`config.mk`:
```
export PLATFORM = sky130hd
export DESIGN_NAME = btb_update_ctrl
export DESIGN_NICKNAME = d
export VERILOG_FILES = /design/src/rtl/btb_update_ctrl.sv
export SDC_FILE = /design/constraint.sdc
export NUM_CORES = 1
export LEC_CHECK = 0
export CORE_MARGIN = 2
export CORE_UTILIZATION = 60
export CTS_CLUSTER_DIAMETER = 150
export DETAILED_ROUTE_END_ITERATION = 12
export HOLD_SLACK_MARGIN = 0.02
export PLACE_DENSITY = 0.85
export SYNTH_ARGS = -nofsm -noshare
export SYNTH_HDL_FRONTEND = slang
export SYNTH_SLANG_ARGS = --single-unit
```
`constraint.sdc`:
```
create_clock -name clk -period 28.5 [get_ports clk]
set_input_delay 8.55 -clock clk [delete_from_list [all_inputs] [get_ports clk]]
set_output_delay 8.55 -clock clk [all_outputs]
set_load 0.01 [all_outputs]
```
`src/rtl/btb_update_ctrl.sv`:
```
// BTB update scheduler: queues mispredict corrections from two branch units,
// merges same-PC requests and drains one per cycle into the BTB write port.
module btb_update_ctrl #(
    parameter int QDEPTH = 4,
    parameter int CNTW   = 16
) (
    input  logic                      clk,
    input  logic                      reset,
    input  logic                      upd0_valid,
    input  logic [31:0]               upd0_pc,
    input  logic [31:0]               upd0_target,
    input  logic [2:0]                upd0_type,
    input  logic                      upd1_valid,
    input  logic [31:0]               upd1_pc,
    input  logic [31:0]               upd1_target,
    input  logic [2:0]                upd1_type,
    input  logic                      btb_ready,
    output logic                      branch_mistaken,
    output logic [31:0]               wrong_pc,
    output logic [31:0]               right_target,
    output logic [2:0]                ins_type_w,
    output logic [$clog2(QDEPTH):0]   q_count,
    output logic [CNTW-1:0]           drop_cnt
);

    localparam int PW = $clog2(QDEPTH);
    localparam int CW = PW + 1;
    localparam logic [CW-1:0] FULL = CW'(QDEPTH);

    logic [31:0]   q_pc  [QDEPTH];
    logic [31:0]   q_tgt [QDEPTH];
    logic [2:0]    q_typ [QDEPTH];

    logic [PW-1:0] head;
    logic [PW-1:0] tail;
    logic [CW-1:0] count;

    logic          pop;
    logic [CW-1:0] room;
    logic [QDEPTH-1:0] live;
    logic [PW-1:0] rel;

    logic          hit0;
    logic          hit1;
    logic [PW-1:0] idx0;
    logic [PW-1:0] idx1;
    logic          wr0;
    logic          wr1;
    logic          alloc0;
    logic          alloc1;
    logic [PW-1:0] slot0;
    logic [PW-1:0] slot1;
    logic [1:0]    drops;
    logic [CNTW:0] dsum;

    // A slot is live if it holds an entry that survives this cycle's pop.
    always_comb begin
        pop  = (count != '0) && btb_ready;
        room = count - CW'(pop);
        live = '0;
        rel  = '0;
        hit0 = 1'b0;
        hit1 = 1'b0;
        idx0 = '0;
        idx1 = '0;
        for (int i = 0; i < QDEPTH; i++) begin
            rel = PW'(i) - head;
            live[i] = ({1'b0, rel} < count) && !((rel == '0) && pop);
            if (live[i] && (q_pc[i] == upd0_pc)) begin
                hit0 = 1'b1;
                idx0 = PW'(i);
            end
            if (live[i] && (q_pc[i] == upd1_pc)) begin
                hit1 = 1'b1;
                idx1 = PW'(i);
            end
        end
    end

    always_comb begin
        wr0    = 1'b0;
        wr1    = 1'b0;
        alloc0 = 1'b0;
        alloc1 = 1'b0;
        slot0  = '0;
        slot1  = '0;
        drops  = '0;
        if (upd0_valid) begin
            if (hit0) begin
                wr0   = 1'b1;
                slot0 = idx0;
            end else if (room < FULL) begin
                wr0    = 1'b1;
                alloc0 = 1'b1;
                slot0  = tail;
            end else begin
                drops = drops + 2'd1;
            end
        end
        // Unit 1 lands on unit 0's slot when PCs match, so it wins the write.
        if (upd1_valid) begin
            if (wr0 && (upd1_pc == upd0_pc)) begin
                wr1   = 1'b1;
                slot1 = slot0;
            end else if (hit1) begin
                wr1   = 1'b1;
                slot1 = idx1;
            end else if ((room + CW'(alloc0)) < FULL) begin
                wr1    = 1'b1;
                alloc1 = 1'b1;
                slot1  = tail + PW'(alloc0);
            end else begin
                drops = drops + 2'd1;
            end
        end
        dsum = {1'b0, drop_cnt} + (CNTW+1)'(drops);
    end

    always_ff @(posedge clk) begin
        if (reset) begin
            head     <= '0;
            tail     <= '0;
            count    <= '0;
            drop_cnt <= '0;
        end else begin
            if (pop)
                head <= head + PW'(1);
            tail  <= tail + PW'(alloc0) + PW'(alloc1);
            count <= room + CW'(alloc0) + CW'(alloc1);
            drop_cnt <= dsum[CNTW] ? '1 : dsum[CNTW-1:0];
        end
    end

    always_ff @(posedge clk) begin
        if (!reset) begin
            if (wr0) begin
                q_pc[slot0]  <= upd0_pc;
                q_tgt[slot0] <= upd0_target;
                q_typ[slot0] <= upd0_type;
            end
            if (wr1) begin
                q_pc[slot1]  <= upd1_pc;
                q_tgt[slot1] <= upd1_target;
                q_typ[slot1] <= upd1_type;
            end
        end
    end

    assign branch_mistaken = pop;
    assign wrong_pc        = (count != '0) ? q_pc[head]  : '0;
    assign right_target    = (count != '0) ? q_tgt[head] : '0;
    assign ins_type_w      = (count != '0) ? q_typ[head] : '0;
    assign q_count         = count;

endmodule

```
Yosys cells after proc, flatten, opt, wreduce, memory -nomap -nowiden
Memory sizes are Yosys's and may differ from the RTL's. A register that Yosys moved wholly into a read port is not among the register bits.
Cells that the tools add are included.

storage, ports and cells
  register bits = 23
  latch bits = 0
  bits in writable memories = 268
  bits in read-only memories = 0
  word-level logic and storage cells = 117
  memories = 3

memories
  name   depth  bits a word  rd ports  clocked after memory_dff  wr ports  line  RTL
  q_pc   4      32           5         1                         2         30    logic [31:0] q_pc [QDEPTH];
  q_tgt  4      32           1         1                         2         31    logic [31:0] q_tgt [QDEPTH];
  q_typ  4      3            1         1                         2         32    logic [2:0] q_typ [QDEPTH];

cells by class
  add/subtract/negate cells = 12
  $mul = 0
  div/mod/pow operators = 0
  magnitude comparators = 6
  equality and inequality tests = 9
  shift operators = 0
  muxes and demuxes = 56
  bitwise gates (word level) = 0
  reductions and logical operators = 27

operators by type and width
  cell                 count
  $eq 32x32->1         9
  $mux 32              2
  $mux 2               21
  $mux 1               31
  $logic_and 1x1->1    18
  $add 16x2->17        1
  $mux 16              1
  $lt 2x3->1           4
  $logic_not 2->1      4
  $add 3x1->3          2
  $lt 3x3->1 const B   2
  $add 2x1->2          2
  $add 2x1->2 const B  2
  $logic_not 1->1      4
  $sub 1x2->2 const A  2
  $sub 2x2->2 const A  2
  $mux 3               1
  $reduce_bool 3->1    1
  $sub 3x1->3          1

Longest topological paths before layout
  depth in word-level cells = 21
  depth in mapped cells = 27

Worst setup path after synthesis
No wires, ideal clock.

  path kind = in2out
  start point = in btb_ready
  end point = out branch_mistaken
  arrival = 8839 ps
  data required time = 19950 ps
  setup slack = 11111 ps
  cell stages on the path = 2
  cells stage by stage = nor2b_1 -> buf_2

between the ends
  cells in the longest elaborated chain, start to end = 1

RTL lines
  what               line  RTL
  start, declared    17    input logic btb_ready,
  $logic_and 1x1->1  58    pop = (count != '0) && btb_ready;
  end, declared      18    output logic branch_mistaken,

Every way passes these cells.

Worst setup path in the final report
Ends and elaborated chain as after synthesis.

==> results.json <==
{
  "cp.arrival_ns": 10.22,
  "reg2reg_to": "drop_cnt[1]",
  "p_leak_nw": 7.30,
  "rsz0062_at_grt": "false",
  "power_density_nw_per_um2": 76.5,
  "swShare": 0.330,
  "startpoint_type": "input port",
  "hold_violations": 0,
  "fin_area_um2": 21800,
  "via_per_inst": 6.34,
  "hold_buffers": 0,
  "path_buf_inv": 2,
  "crit_end": "branch_mistaken",
  "grt_max_degree": 68,
  "finalCoreUtilization": 0.716,
  "start_util": 0.606,
  "numClockSinks": 293,
  "postCtsSetupBuffers": 0,
  "grt-ovfl-total": 0,
  "critical_path_depth": 3,
  "synth-seq-area-share": 0.462,
  "wire_per_inst_um": 26.8,
  "worstPathCellList": "clkdlybuf4s50_1 > nor2b_1 > clkdlybuf4s50_1",
  "ys_top_cells_by_count": "268 x edfxtp_1, 243 x mux2_2, 228 x xor2_1",
  "clock_path_buffers": 3,
  "fin_cells": 1961,
  "worstSetupPathType": "in2out",
  "antenna_found_initial": 1,
  "hold_path_depth": 2,
  "cts_max_level": 2,
  "cap_violations": 0,
  "fin_nets": 1697,
  "netlist_instances": 1384,
  "critPathMaxFanout": 8,
  "drive_gt1_frac": 0.245,
  "yosysWarnings": 0,
  "clock.fmax_ghz": 0.0533,
  "worst_slew_pin_slew_ns": 1.18,
  "avgSynthCellArea_um2": 13.4,
  "synth_top_cell_by_area": "edfxtp_1",
  "finalCriticalPeriod_ns": 18.77,
  "clk_pin_slew_ns": 0.06,
  "clock_skew_ns": 0.0167,
  "reg2reg_from": "q_count[2]",
  "startpoint": "btb_ready",
  "p_seq_frac": 0.365,
  "syn_nets": 1543,
  "synth_top_area_share": 0.435,
  "firstDrtPassIters": 5,
  "io_buffers": 225,
  "crit_required_ns": 19.95,
  "fp.dieArea_um2": 32200,
  "via_count": 12400,
  "netlist_area_um2": 18500,
  "final-setup-viol-count": 0,
  "core_um2": 30500,
  "cpPeakStageDelay_ns": 0.66,
  "place_area_um2": 20800,
  "relSlewSlack": 0.210,
  "place_hpwl_mm": 35.9,
  "cts_made_buffers": 34,
  "ff_latch_area_um2": 8560,
  "hold_class": "reg2reg",
  "drcViolationCount": 0,
  "clkLatencyLatePin_ns": 0.52,
  "drtIter0Drc": 1253,
  "antenna_left": 0,
  "worst-r2r-cell-count": 23,
  "p_switching_w": 0.000552,
  "post_synth_main_area_contributors": "edfxtp_1 44%, mux2_2 15%, xor2_1 11%, mux4_2 8.2%, xnor2_1 3.7%",
  "maxSlewViolCount": 0,
  "synth_ff_type": "edfxtp_1",
  "tns_ns": 0,
  "wirelength_mm": 52.6,
  "status": "complete, no violations",
  "cts_tree": "done",
  "ys_types": 53,
  "power_frac_clock": 0.246,
  "fillers": 2093,
  "num_io_pins": 226,
  "min_period_over_period": 0.659,
  "syn2layout_area_growth_pct": 18.1,
  "num_rows": 64,
  "critical_path.top_delay_family": "buffers and inverters",
  "r2r_slack_ns": 22.32,
  "synth_seq_cells": 293,
  "ir_drop_mv": 0.0510,
  "async_flop_share": 0,
  "combPwrFrac": 0.390,
  "root_buffer": "clkbuf_16",
  "chipWidth_um": 180,
  "grt_pass1_vias": 12600,
  "endpoint_kind": "primary output",
  "synth_edf_count": 268,
  "yosysMostFrequentCell": "edfxtp_1",
  "grt_pass1_wl_mm": 79.3,
  "multi_input_area_um2": 9330,
  "grtUsageTotal": 0.322,
  "crit_top_cell": "clkdlybuf4s50_1",
  "cts_resized": 0,
  "die_h_um": 180,
  "numPlacedInstances": 1897,
  "slowest_stage": "clkdlybuf4s50_1",
  "gp_congestion": 0.996,
  "p_int_w": 0.00112
}
final cells by class:
type                            instances  area share
Multi-Input combinational cell        956       0.427
Inverter                               15     0.00258
Tap cell                              396      0.0227
Antenna cell                            1    0.000115
Clock buffer                           48      0.0436
Sequential cell                       293       0.392
Timing Repair Buffer                  238       0.108
Clock inverter                         14     0.00367
worst min-delay path, delay by kind of cell (launching register included):
kind               cells  cell delay, ns
and+or+nand+nor        1            0.05
AOI/OAI and AO/OA      1            0.15
DFF                    1            0.33
cells in the final DEF, fill, tap and decap left out, types with 25 or more instances in the layout:
cell type        count
mux2_2             243
nand4_1             35
nor2b_1             77
clkbuf_16           36
mux2_1              25
clkdlybuf4s50_1    225
edfxtp_1           268
xnor2_1             78
nor4_1              66
xor2_1             228
mux4_2              67
stage by stage:
stage	power, W	setup WS [ns]	hold WS (ns)
after floorplan	0.000996	11.11	0.549
after global placement	0.00125	9.81	0.542
after detailed placement	0.00126	9.71	0.566
final	0.00167	9.73	0.571
after CTS	0.00167	9.71	0.575
after global routing	0.00174	9.61	0.596
flip-flops by register name, summed over array words and instances, names as in the netlist, named ones only:
name      flops
q_pc        128
q_tgt       128
drop_cnt     16
q_typ        12
q_count       3
head          2
tail          2
power groups by stage:
stage          Clock (W)  Sequential (W)  Combinational, W
2_1_floorplan          0        0.000596          0.000400
3_3_place_gp           0        0.000614          0.000634
3_5_place_dp           0        0.000617          0.000640
4_1_cts         0.000413        0.000609          0.000646
5_1_grt         0.000431        0.000617          0.000692
6_report        0.000411        0.000610          0.000651
layer usage:
metal,GRT usage,part of all wire,vias to the layer above
met4,0.0927,0.031,0
met5,0,0,-
met3,0.0681,0.092,102
met1,0.462,0.42,6266
met2,0.500,0.46,597
li1,-,-,5468
worst min path at each step:
stage	slack, ns	startpoint	to
floorplan	0.55	head[1]	flop
global placement	0.54	drop_cnt[14]	drop_cnt[14]
detailed placement	0.57	drop_cnt[14]	drop_cnt[14]
CTS	0.58	drop_cnt[14]	drop_cnt[14]
global route	0.60	drop_cnt[14]	drop_cnt[14]
finish	0.57	drop_cnt[14]	drop_cnt[14]
logic make-up (layout without fill, tap and decap cells):
family / count (synthesis) / after routing / share of synthesized area
compound gates: 41 / 41 / 0.0154
xor+xnor: 306 / 306 / 0.145
fa+ha+maj: 20 / 20 / 0.0139
buf+inv: 135 / 315 / 0.0356
flops: 293 / 293 / 0.462
mux: 337 / 337 / 0.246
other cells: 0 / 1 / 0
simple gates: 252 / 252 / 0.0821
(Power assumes the default switching activity.)
